### src/rtl/load_exec_ctrl_pkg.sv
// rtl/load_exec_ctrl_pkg.sv - shared state encoding and width defaults for the load/execute controller
package proc_ctrl_pkg;

    localparam int ADDR_W_DEF = 9;
    localparam int DATA_W_DEF = 32;

    typedef enum logic [2:0] {
        ST_IDLE  = 3'd0,
        ST_CLEAR = 3'd1,
        ST_LOAD  = 3'd2,
        ST_ARM   = 3'd3,
        ST_RUN   = 3'd4,
        ST_DONE  = 3'd5
    } state_t;

endpackage

### src/rtl/load_exec_ctrl_if.sv
// rtl/load_exec_ctrl_if.sv - program load stream and instruction-memory write port
interface load_exec_ctrl_if
    import proc_ctrl_pkg::*;
#(
    parameter int ADDR_W = ADDR_W_DEF,
    parameter int DATA_W = DATA_W_DEF
);

    logic              in_valid;
    logic              in_ready;
    logic [DATA_W-1:0] in_data;
    logic              in_last;
    logic              mem_we;
    logic [ADDR_W-1:0] mem_a;
    logic [DATA_W-1:0] mem_d;

    modport slave (
        input  in_valid, in_data, in_last,
        output in_ready, mem_we, mem_a, mem_d
    );

    modport master (
        output in_valid, in_data, in_last,
        input  in_ready, mem_we, mem_a, mem_d
    );

endinterface

### src/rtl/load_exec_ctrl_budget.sv
// rtl/load_exec_ctrl_budget.sv - 16-bit loadable run-budget down-counter with expiry flag
module cycle_budget_counter (
    input  logic        clk,
    input  logic        rst,
    input  logic        load,
    input  logic [15:0] load_val,
    input  logic        dec,
    output logic        expired
);

    logic [15:0] cnt_q;
    logic [15:0] cnt_d;

    // A zero budget never decrements, so it can never expire.
    always_comb begin
        cnt_d = cnt_q;
        if (load) begin
            cnt_d = load_val;
        end else if (dec && (cnt_q != 16'd0)) begin
            cnt_d = cnt_q - 16'd1;
        end
    end

    always_ff @(posedge clk or posedge rst) begin
        if (rst) begin
            cnt_q <= 16'd0;
        end else begin
            cnt_q <= cnt_d;
        end
    end

    assign expired = (cnt_q == 16'd1);

endmodule

### src/rtl/load_exec_ctrl.sv
// rtl/load_exec_ctrl.sv - loads a program into instruction memory, then runs or steps the processor
module load_exec_ctrl
    import proc_ctrl_pkg::*;
#(
    parameter int ADDR_W     = ADDR_W_DEF,
    parameter int DATA_W     = DATA_W_DEF,
    parameter int CLR_CYCLES = 2
) (
    input  logic                clk,
    input  logic                rst,
    input  logic                start_load,
    input  logic                abort,
    input  logic                run_go,
    input  logic                step,
    input  logic [15:0]         cycle_limit,
    input  logic                halt_in,
    load_exec_ctrl_if.slave     bus,
    output logic                proc_rst,
    output logic                exec,
    output logic [2:0]          state_o,
    output logic [ADDR_W:0]     load_count,
    output logic                done,
    output logic                err_ovf
);

    localparam int CLR_W = (CLR_CYCLES > 1) ? $clog2(CLR_CYCLES) : 1;
    localparam logic [CLR_W-1:0] CLR_LAST  = CLR_W'(CLR_CYCLES - 1);
    localparam logic [ADDR_W:0]  LAST_SLOT = {1'b0, {ADDR_W{1'b1}}};

    state_t            state_q, state_d;
    logic [CLR_W-1:0]  clr_cnt_q, clr_cnt_d;
    logic [ADDR_W:0]   load_count_q, load_count_d;
    logic              err_ovf_q, err_ovf_d;
    logic              mem_we_q, mem_we_d;
    logic [ADDR_W-1:0] mem_a_q, mem_a_d;
    logic [DATA_W-1:0] mem_d_q, mem_d_d;
    logic              step_q, step_d;
    logic              in_ready;
    logic              xfer;
    logic              budget_load;
    logic              budget_expired;

    always_comb begin
        state_d      = state_q;
        clr_cnt_d    = clr_cnt_q;
        load_count_d = load_count_q;
        err_ovf_d    = err_ovf_q;
        mem_a_d      = mem_a_q;
        mem_d_d      = mem_d_q;
        step_d       = 1'b0;
        budget_load  = 1'b0;
        // Abort masks the handshake so no word slips into memory on the abort cycle.
        in_ready     = (state_q == ST_LOAD) && !abort;
        xfer         = bus.in_valid && in_ready;
        mem_we_d     = xfer;

        if (xfer) begin
            mem_a_d      = load_count_q[ADDR_W-1:0];
            mem_d_d      = bus.in_data;
            load_count_d = load_count_q + (ADDR_W+1)'(1);
        end

        if (abort) begin
            state_d = ST_IDLE;
        end else begin
            case (state_q)
                ST_IDLE, ST_DONE: begin
                    if (start_load) begin
                        state_d      = ST_CLEAR;
                        clr_cnt_d    = '0;
                        load_count_d = '0;
                        err_ovf_d    = 1'b0;
                    end
                end
                ST_CLEAR: begin
                    if (clr_cnt_q == CLR_LAST) begin
                        state_d = ST_LOAD;
                    end else begin
                        clr_cnt_d = clr_cnt_q + CLR_W'(1);
                    end
                end
                ST_LOAD: begin
                    // Leaving LOAD on the final slot keeps the write address from wrapping.
                    if (xfer) begin
                        if (bus.in_last) begin
                            state_d = ST_ARM;
                        end else if (load_count_q == LAST_SLOT) begin
                            state_d   = ST_ARM;
                            err_ovf_d = 1'b1;
                        end
                    end
                end
                ST_ARM: begin
                    if (run_go) begin
                        state_d     = ST_RUN;
                        budget_load = 1'b1;
                    end else if (step) begin
                        step_d = 1'b1;
                    end
                end
                ST_RUN: begin
                    if (halt_in || budget_expired) begin
                        state_d = ST_DONE;
                    end
                end
                default: state_d = ST_IDLE;
            endcase
        end
    end

    always_ff @(posedge clk or posedge rst) begin
        if (rst) begin
            state_q      <= ST_IDLE;
            clr_cnt_q    <= '0;
            load_count_q <= '0;
            err_ovf_q    <= 1'b0;
            mem_we_q     <= 1'b0;
            mem_a_q      <= '0;
            mem_d_q      <= '0;
            step_q       <= 1'b0;
        end else begin
            state_q      <= state_d;
            clr_cnt_q    <= clr_cnt_d;
            load_count_q <= load_count_d;
            err_ovf_q    <= err_ovf_d;
            mem_we_q     <= mem_we_d;
            mem_a_q      <= mem_a_d;
            mem_d_q      <= mem_d_d;
            step_q       <= step_d;
        end
    end

    cycle_budget_counter u_budget (
        .clk      (clk),
        .rst      (rst),
        .load     (budget_load),
        .load_val (cycle_limit),
        .dec      (state_q == ST_RUN),
        .expired  (budget_expired)
    );

    assign bus.in_ready = in_ready;
    assign bus.mem_we   = mem_we_q;
    assign bus.mem_a    = mem_a_q;
    assign bus.mem_d    = mem_d_q;
    assign proc_rst     = (state_q == ST_CLEAR);
    assign exec         = (state_q == ST_RUN) || step_q;
    assign done         = (state_q == ST_DONE);
    assign state_o      = state_q;
    assign load_count   = load_count_q;
    assign err_ovf      = err_ovf_q;

endmodule

### src/flat_wrapper.sv
// flat-port wrapper written by rule: the top's interface ports become plain ports
module load_exec_ctrl_flat import proc_ctrl_pkg::*;
#(
    parameter int ADDR_W     = ADDR_W_DEF,
    parameter int DATA_W     = DATA_W_DEF,
    parameter int CLR_CYCLES = 2
)
  (clk, rst, start_load, abort, run_go, step, cycle_limit, halt_in, proc_rst, exec, state_o, load_count, done, err_ovf, bus_in_valid, bus_in_data, bus_in_last, bus_in_ready, bus_mem_we, bus_mem_a, bus_mem_d);
  load_exec_ctrl_if #(.ADDR_W(ADDR_W), .DATA_W(DATA_W)) bus_i ();
  input  logic clk;
  input  logic rst;
  input  logic start_load;
  input  logic abort;
  input  logic run_go;
  input  logic step;
  input  logic [15:0] cycle_limit;
  input  logic halt_in;
  output logic proc_rst;
  output logic exec;
  output logic [2:0] state_o;
  output logic [ADDR_W:0] load_count;
  output logic done;
  output logic err_ovf;
  input wire logic [$bits(bus_i.in_valid)-1:0] bus_in_valid;
  input wire logic [$bits(bus_i.in_data)-1:0] bus_in_data;
  input wire logic [$bits(bus_i.in_last)-1:0] bus_in_last;
  output wire logic [$bits(bus_i.in_ready)-1:0] bus_in_ready;
  output wire logic [$bits(bus_i.mem_we)-1:0] bus_mem_we;
  output wire logic [$bits(bus_i.mem_a)-1:0] bus_mem_a;
  output wire logic [$bits(bus_i.mem_d)-1:0] bus_mem_d;
  assign bus_i.in_valid = bus_in_valid;
  assign bus_i.in_data = bus_in_data;
  assign bus_i.in_last = bus_in_last;
  assign bus_in_ready = bus_i.in_ready;
  assign bus_mem_we = bus_i.mem_we;
  assign bus_mem_a = bus_i.mem_a;
  assign bus_mem_d = bus_i.mem_d;
  load_exec_ctrl #(.ADDR_W(ADDR_W), .DATA_W(DATA_W), .CLR_CYCLES(CLR_CYCLES)) u_core (.clk(clk), .rst(rst), .start_load(start_load), .abort(abort), .run_go(run_go), .step(step), .cycle_limit(cycle_limit), .halt_in(halt_in), .bus(bus_i), .proc_rst(proc_rst), .exec(exec), .state_o(state_o), .load_count(load_count), .done(done), .err_ovf(err_ovf));
endmodule
### config.mk
export PLATFORM = sky130hd
export DESIGN_NAME = load_exec_ctrl_flat
export DESIGN_NICKNAME = d
export VERILOG_FILES = /design/src/rtl/load_exec_ctrl_pkg.sv /design/src/rtl/load_exec_ctrl_if.sv /design/src/rtl/load_exec_ctrl_budget.sv /design/src/rtl/load_exec_ctrl.sv /design/src/flat_wrapper.sv
export SDC_FILE = /design/constraint.sdc
export NUM_CORES = 1
export LEC_CHECK = 0
export ABC_CLOCK_PERIOD_IN_PS = 4160
export BUFFER_PORTS_ARGS = -buffer_cell sky130_fd_sc_hd__buf_4
export CELL_PAD_IN_SITES_DETAIL_PLACEMENT = 0
export CELL_PAD_IN_SITES_GLOBAL_PLACEMENT = 2
export CORE_AREA = 3 3 110 112
export DETAILED_ROUTE_END_ITERATION = 10
export DIE_AREA = 0 0 113 115
export PLACE_DENSITY = 0.86
export SLEW_MARGIN = 30
export SYNTH_ARGS = -nofsm -noshare
export SYNTH_HDL_FRONTEND = slang
export SYNTH_HIERARCHICAL = 1
export SYNTH_SLANG_ARGS = --single-unit
### constraint.sdc
create_clock -name clk -period 4.16 [get_ports clk]
set_input_delay 0.416 -clock clk [delete_from_list [all_inputs] [get_ports clk]]
set_output_delay 0.416 -clock clk [all_outputs]
set_load 0.05 [all_outputs]
==> results.cfg <==
[setup_path]
r2r_slack_ns = 1.44
worstSetupPathType = flop to flop
startpoint_type = flop
arrival_ns = 2.92
worstPathRequired_ns = 4.36
worstSetupEndpointType = flop
path_max_fanout = 43
worstReg2RegStart = u_core/state_o[0]$_DFFE_PP0P_
cp-startpoint = u_core/state_o[0]$_DFFE_PP0P_

[synthesis]
syn_area_um2 = 3538
ys_warn_count = 6
synth_area_per_cell_um2 = 9.411
synth_top_area_share_pct = 52.33
syn_nets = 436
yosysSeqAreaShare_pct = 52.33
synth_cells = 376
synth_edf_count = 0
async_reset_ff_share_pct = 100.0
ys_ff_latch = 74
yosys-top-cells-area = dfrtp_1, nand2_1, nor2_1, mux2_2, a31oi_1
synth_cell_types = 54
synth_top_cell_by_area = dfrtp_1
synth_ff_type = dfrtp_1

[grt]
grt_pass1_vias = 3128
grt_pass1_wl_mm = 15.92
grtUsageTotal_pct = 15.24
grt_max_degree = 59
grt_antenna_before_repair = 0
grt-ovfl-total = 0

[timing]
skew_ns = 0.006084
period_share_pct = 65.41
final-setup-viol-count = 0
fmax_ghz = 0.3675
rsz0062_at_grt = false
holdWs_ns = 0.1927
slew_headroom_pct = 39.61
hold_viol = 0
tightest_slew_ns = 0.9027
finalCriticalPeriod_ns = 2.721
tns_ns = 0
slew_violations = 0

[routing]
dr_total_vias = 3089
drtAntennaViolNets = 0
drt_wl_total_mm = 9.521
viasPerCell = 4.849
drt-initial-drc-count = 121
drc_errors = 0
firstDrtPassIters = 4
wire_per_inst_um = 14.95

[finish]
finalInstanceArea_um2 = 4840
nets = 549
mostFrequentLayoutCell = buf_4
area_growth_pct = 36.78
fin_cells = 637
final_cell_mix = buf_4, nand2_1, dfrtp_1
diodes = 0
layout-drive-gt1-share_pct = 31.38

[power_and_ir_drop]
p_sw_uw = 1458
pwr_density_cell_nw_per_um2 = 694.1
p_int_uw = 1901
pwr-share-seq_pct = 35.2
power_frac_comb_pct = 40.7
ir_worst_vdd_mv = 0.4211
pwr-share-clk_pct = 24.1
switching_share_pct = 43.41
p_leak_uw = 0.002355

[clock_tree]
cts.sinks = 74
ctsResizeCount = 0
worstSkewPairLatency_ns = 0.33
cts_hold_buffers = 0
ctsHtreeMaxLevel = 3
cts_tree = done
cts_max_path_buffers = 2
cts-root-buf = clkbuf_16
numCtsBuffers = 9
post_cts_buffers = 0
clk_pin_slew_ns = 0.06

[placed_design]
dp_hpwl_mm = 6.672
dp.cells = 621
port-buffer-count = 116
place_congestion = 0.7924
dpl_cell_area_um2 = 4526

[floorplan]
fp.dieH_um = 115
die_area_um2 = 13000
rows = 39
die_w_um = 113
pin_count = 117
coreArea_um2 = 11320
start_util_pct = 31.26

[run]
drv_cap = 0

[status]
status = completed

[min_path]
hold_class = input pin to asynchronous set/reset pin
[synthesized netlist by cell type (2+ instances only)]
library cell and number:
o21ai_0 6, dfrtp_1 74, a21oi_1 6, nor2_1 29
and4b_1 2, xor2_1 5, nor4_1 3, and3_1 5
o211ai_1 2, or2_2 2, a31oi_1 10, or4_1 4
clkbuf_1 7, o21bai_1 2, nor2b_1 3, ha_1 3
or3_1 7, nand4_1 3, mux2_2 9, nand2_1 115
buf_2 8, or4b_1 4, nand3_1 6, inv_1 11
o31ai_1 6, xnor2_1 4, and4_1 5, nand2b_1 4
nor3_1 3, o41ai_1 3, nor3b_1 2
[metal layers]
| layer | vias up | GRT usage (%) | share of wire, % | routed length [um] |
|---|---|---|---|---|
| met5 | - | 0 | 0 | 0 |
| met4 | 0 | 6.250 | 1.5 | 143 |
| met3 | 12 | 6.053 | 9.6 | 914 |
| met2 | 107 | 22.95 | 44 | 4179 |
| met1 | 1444 | 19.64 | 45 | 4284 |
| li1 | 1526 | - | - | - |
[final timing paths]
check,endpoint,cells past startpoint
min in group clk,u_core/bus.mem_d[18]$_DFFE_PP0N_,3
worst max register to register,u_core/load_count[2]$_DFF_PP0_,6
worst min register to register,u_core/bus.mem_d[26]$_DFFE_PP0N_,2
max in group asynchronous,u_core/bus.mem_d[21]$_DFFE_PP0N_,3
worst min-delay path,u_core/u_budget/cnt_q[8]$_DFFE_PP0P_,2
worst max-delay path,u_core/load_count[2]$_DFF_PP0_,6
[sequential cells by signal (all words and copies together) (netlist names), 3 cells and up]
signal,count
u_core/load_count,10
u_core/state_o,3
u_core/u_budget/cnt_q,16
u_core/bus.mem_d,32
u_core/bus.mem_a,9
[cell families (layout without fill, tap and decap cells)]
| logic type | count (synthesis) | in the layout | synth area share (%) |
|---|---|---|---|
| mux | 9 | 9 | 2.864 |
| buf+inv | 28 | 146 | 3.465 |
| xor+xnor | 9 | 9 | 2.228 |
| fa+ha+maj | 3 | 3 | 1.061 |
| flops | 74 | 74 | 52.33 |
| compound gates | 46 | 46 | 9.159 |
| simple gates | 207 | 207 | 28.89 |
[power groups by stage]
stage	combinational (uW)	clock [uW]	sequential (uW)
after floorplan	420	0	1710
after global placement	1370	0	1180
after detailed placement	1380	0	1190
after CTS	1380	839	1180
after global routing	1460	872	1230
final	1370	811	1180
[cell type report]
class	instances	area, um2
clock inverter	5	61.31
tap	143	178.9
clock buffer	11	252.7
fill	1131	6481
timing repair buffer	118	885.9
multi-input combinational	274	1564
sequential	74	1852
inverter	12	45.04
[stage by stage]
step                utilization (%)  setup WS (ns)  power (uW)
CTS                           42.75          1.390        3405
global route                  42.75          1.134        3562
global placement              39.98          1.357        2552
finish                        42.75          1.439        3359
detailed placement            39.98          1.366        2568
floorplan                         -          1.602        2125
[worst max-delay path: stages (launching register included)]
cell,delay (ns)
dfrtp_1,0.50
nor4b_4,0.39
nand2_2,0.57
inv_2,0.73
nand2_1,0.14
xor2_1,0.17
nor2_1,0.05
No activity file was read; power rests on OpenSTA's default activity.
